--- config.mk ---
export PLATFORM = sky130hd
export DESIGN_NAME = reg_file16
export DESIGN_NICKNAME = d
export VERILOG_FILES = /design/src/rtl/reg_file16_pkg.sv /design/src/rtl/reg_file16_reg16.sv /design/src/rtl/reg_file16.sv
export SDC_FILE = /design/constraint.sdc
export NUM_CORES = 1
export LEC_CHECK = 0
export CAP_MARGIN = 15
export CORE_MARGIN = 3
export CORE_UTILIZATION = 50
export DETAILED_ROUTE_END_ITERATION = 8
export PLACE_DENSITY = 0.79
export SETUP_SLACK_MARGIN = 0.2
export SLEW_MARGIN = 30
export SYNTH_ARGS = -nofsm -noshare
export SYNTH_HDL_FRONTEND = slang
export SYNTH_SLANG_ARGS = --single-unit
--- constraint.sdc ---
create_clock -name CLK -period 5.1 [get_ports CLK]
set_input_delay 1.53 -clock CLK [delete_from_list [all_inputs] [get_ports CLK]]
set_output_delay 1.53 -clock CLK [all_outputs]
set_load 0.02 [all_outputs]
--- src/rtl/reg_file16_pkg.sv ---
// Shared datapath constants for the register file and its consumers.
// Imported by the read/write logic and any stage that needs register indices.
package reg_file16_pkg;

   localparam int DP_WIDTH = 16;
   localparam int DP_NREGS = 16;
   localparam int DP_AW    = $clog2(DP_NREGS);

   localparam logic [DP_AW-1:0] ZERO_REG = '0;

   // True when a port should see the in-flight write instead of storage.
   function automatic logic bypass_hit(
      input logic             rst,
      input logic             we,
      input logic [DP_AW-1:0] waddr,
      input logic [DP_AW-1:0] raddr
   );
      return !rst && we && (waddr != ZERO_REG) && (waddr == raddr);
   endfunction

endpackage

--- src/rtl/reg_file16_reg16.sv ---
// Single WIDTH-bit storage register with synchronous
// active-high clear and a load enable.
module reg16 #(
   parameter int WIDTH = 16
) (
   input  logic             clk,
   input  logic             rst,
   input  logic             ld,
   input  logic [WIDTH-1:0] d,
   output logic [WIDTH-1:0] q
);

   logic [WIDTH-1:0] data_d;
   logic [WIDTH-1:0] data_q;

   // Clear wins over load.
   always_comb begin
      data_d = data_q;
      if (rst) begin
         data_d = '0;
      end else if (ld) begin
         data_d = d;
      end
   end

   always_ff @(posedge clk) begin
      data_q <= data_d;
   end

   assign q = data_q;

endmodule

--- src/rtl/reg_file16.sv ---
// Two-read, one-write register file with a hard-wired zero register
// and same-cycle write-to-read bypass on both ports.
module reg_file16
   import reg_file16_pkg::*;
#(
   parameter int WIDTH = DP_WIDTH,
   parameter int NREGS = DP_NREGS
) (
   input  logic             CLK,
   input  logic             Reset,
   input  logic             RegWrite,
   input  logic [DP_AW-1:0] WriteAddr,
   input  logic [WIDTH-1:0] WriteData,
   input  logic [DP_AW-1:0] ReadAddrA,
   input  logic [DP_AW-1:0] ReadAddrB,
   output logic [WIDTH-1:0] ReadDataA,
   output logic [WIDTH-1:0] ReadDataB
);

   logic [WIDTH-1:0] rf [NREGS];
   logic [NREGS-1:1] ld;
   logic [WIDTH-1:0] rd_a;
   logic [WIDTH-1:0] rd_b;

   always_comb begin
      ld = '0;
      for (int i = 1; i < NREGS; i++) begin
         ld[i] = RegWrite && (WriteAddr == DP_AW'(i));
      end
   end

   for (genvar i = 0; i < NREGS; i++) begin : g_regs
      if (i == int'(ZERO_REG)) begin : g_zero
         assign rf[i] = '0;
      end else begin : g_reg
         reg16 #(
            .WIDTH(WIDTH)
         ) u_reg (
            .clk (CLK),
            .rst (Reset),
            .ld  (ld[i]),
            .d   (WriteData),
            .q   (rf[i])
         );
      end
   end

   always_comb begin
      rd_a = rf[ReadAddrA];
      rd_b = rf[ReadAddrB];
      if (bypass_hit(Reset, RegWrite, WriteAddr, ReadAddrA)) begin
         rd_a = WriteData;
      end
      if (bypass_hit(Reset, RegWrite, WriteAddr, ReadAddrB)) begin
         rd_b = WriteData;
      end
   end

   assign ReadDataA = rd_a;
   assign ReadDataB = rd_b;

endmodule

==> key figures <==
Clock tree
  • Clock latency on the worst-skew pair: 0.53 ns
  • Clock root cell: clkbuf_16
  • CTS max path bufs: 3
  • TritonCTS clock tree: done
  • Clock transition at path regs: ~0.060 ns
  • Cts bufs inserted: 26
  • H-tree lvl count: 1
  • CTS Sinks: 240

Cells and area
  • ANT cells: 0
  • Max reg flops: 240
  • Multi-input logic area: about 7400 µm²
  • Sequential cell area: about 4800 µm²
  • P&R area growth vs syn: 19.3%
  • Fill cells: 1959
  • Area of all placed cells without fillers: about 15000 µm²
  • NumNets Final: roughly 1600
  • Ratio of cells with drive above 1 in the final layout: 0.253

Timing
  • Final Cycle Share: 0.969
  • RSZ-0062 raised after global routing: true
  • Max-slew violation count: 0
  • Final setup violation count: 0
  • Slew @ Worst Pin: ~1.0 ns
  • Max-slew headroom: 0.305
  • Setup Skew: 0 ns
  • Final Critical Period: about 4.9 ns
  • Worst setup margin: 0.160 ns
  • Max Fclk: about 0.20 GHz
  • Final hold violations: 0

Worst hold path
  • Tightest Hold Check Type: reg2reg
  • Hold Path Sink: g_regs[8].g_reg.u_reg.q[10]
  • Hold_sp: g_regs[8].g_reg.u_reg.q[10]
  • WHS Path Cells: 2

Place
  • RD Place Congestion: around 0.99
  • IO Port Bufs: 62
  • Post-DP HPWL: around 28 mm
  • Pre-CTS setup slack: -0.307 ns
  • Placed cell areas: between 10000 and 15000 µm²

Synthesis
  • Yosys Warn Count: 0
  • Post-synthesis cell count: 1461
  • Net Count, Synth: 1492
  • Post-synth top cells: nand2_1, a21oi_1, dfxtp_1
  • Post-synth cell types: 33
  • Mapped Area: 12800 µm²
  • Synth area leader: dfxtp_1
  • Synth top area share: 0.377
  • FFs w/ async S/R, synth: 0
  • Top post-synthesis cells by area: dfxtp_1, mux4_2, nand2_1, a21oi_1, mux2_2
  • Post-synth EDFFs: 0
  • Ys flop type: dfxtp_1
  • Seq/Total Area, Yosys: 0.377
  • FF+latch count, synth: 240
  • Syn avg cell area: approximately 8.7 µm²
  • Top-count cell post-synth: nand2_1

Run
  • Max cap viols: 0

Die
  • Die X: 166 µm
  • Full die area: ~27000 µm²
  • Top Ports: 63
  • Std-Cell Rows: 57
  • Initial Util: 0.517
  • Die span in y: roughly 170 µm
  • Core Region: approximately 25000 µm²

Critical path
  • RR Startpoint: g_regs[10].g_reg.u_reg.q[8]
  • Worst r2r dst: g_regs[10].g_reg.u_reg.q[8]
  • Flop-to-flop setup slack: 4.31 ns
  • Reg2Reg Depth: 2
  • Kind of critical path: in2out
  • Crit. End Element: output port
  • CP Max Fanout: 4
  • Startpoint types: primary input
  • WP data arrival: approximately 3.4 ns
  • Crit path required time: 3.57 ns

Routing
  • Vias: 12300
  • DRC: 0
  • TritonRoute pass-1 iters: 6
  • Wire length per cell: 23.8 µm
  • Final wirelength: ~44 mm
  • Vias per cell: about 6.6
  • ANT nets after route: 0
  • Initial DRC count: around 1900

Power
  • Power Dens Cells: ~290 nW/µm²
  • Final Power: around 4.4 mW
  • Maximum VDD drop: ~0.00024 V
  • Lkg Pwr: 5.26 nW

Global routing
  • Global route total overflow: 0
  • Antenna violations before repair: 0
  • All-layer global routing usage: 0.308
  • Vias in the first global route: between 10000 and 15000
  • Pin count of the biggest net entering global routing: 239
  • First-pass GRT wire length: roughly 68 mm

Run status
  • Outcome: finished, final reports clean
## worst max-delay path, cell delays in order
cell,delay (ns)
dlygate4sd2_1,0.30
buf_4,0.16
xor2_1,0.15
nor4_2,0.35
buf_4,0.17
buf_4,0.10
a22oi_2,0.05
buf_4,0.14
a2bb2oi_1,0.25
clkbuf_2,0.22
## cell usage in the layout (no fill, tap or decap), types with 21 or more instances in the layout
master     synthesis  routed
a21oi_1          240     240
nor2b_1           38      36
a221oi_1          32      31
nand2_1          492     492
dfxtp_1          240     240
buf_4             19      87
clkbuf_16          0      27
o31ai_1           30      27
buf_2             31      21
mux4_2            96      96
buf_12             0      22
mux2_2            64      64
## metrics by stage
stage	instances	hold WS (ns)	util	setup TNS, ns
floorplan	1461	0.442	-	0
global placement	1806	0.448	0.573	-8.03
detailed placement	1806	0.458	0.573	-8.36
CTS	1859	0.466	0.618	0
global route	1863	0.487	0.617	0
finish	1863	0.465	0.617	0
## per-layer routing
layer | global-route usage | share of wire
met5 | 0 | 0
met2 | 0.489 | 0.46
met3 | 0.0728 | 0.12
met1 | 0.372 | 0.35
met4 | 0.210 | 0.075
## logic make-up (layout without fill, tap and decap cells)
family | after synthesis | in the layout | share of synthesized area
simple gates | 570 | 570 | 0.183
mux | 160 | 160 | 0.226
compound gates | 336 | 336 | 0.154
flops | 240 | 240 | 0.377
xor+xnor | 8 | 8 | 0.00549
buf+inv | 147 | 225 | 0.0555
## worst max-delay path by stage
stage,startpoint,end,cells after the start
finish,ReadAddrA[3],ReadDataA[14],10
CTS,WriteAddr[3],ReadDataA[15],8
global placement,WriteAddr[1],ReadDataA[3],7
global route,ReadAddrA[3],ReadDataA[7],8
floorplan,ReadAddrA[1],ReadDataA[14],7
detailed placement,WriteAddr[1],ReadDataA[8],7
## what timing repair did
item	4_1_cts	5_1_grt
resized for setup	118	35
buffers inserted	4	3
pin swaps	7	6
cloned	3	0
setup endpoints to repair	32	28
hold buffers	0	0
## area by class of cell
type                    count  share of cell area
clock buffers              43              0.0542
clock inverters             3             0.00263
multi-input cells        1074               0.485
flip-flops and latches    240               0.316
well taps                 324              0.0266
repair buffers            179               0.115
## where the power goes
part           total, mW  switching (mW)  internal (mW)
Combinational      0.536           0.316          0.220
Sequential          1.92          0.0174           1.90
Clock               1.92           0.772           1.14
Total               4.37            1.11           3.26
No activity file was read; power rests on OpenSTA's default activity.
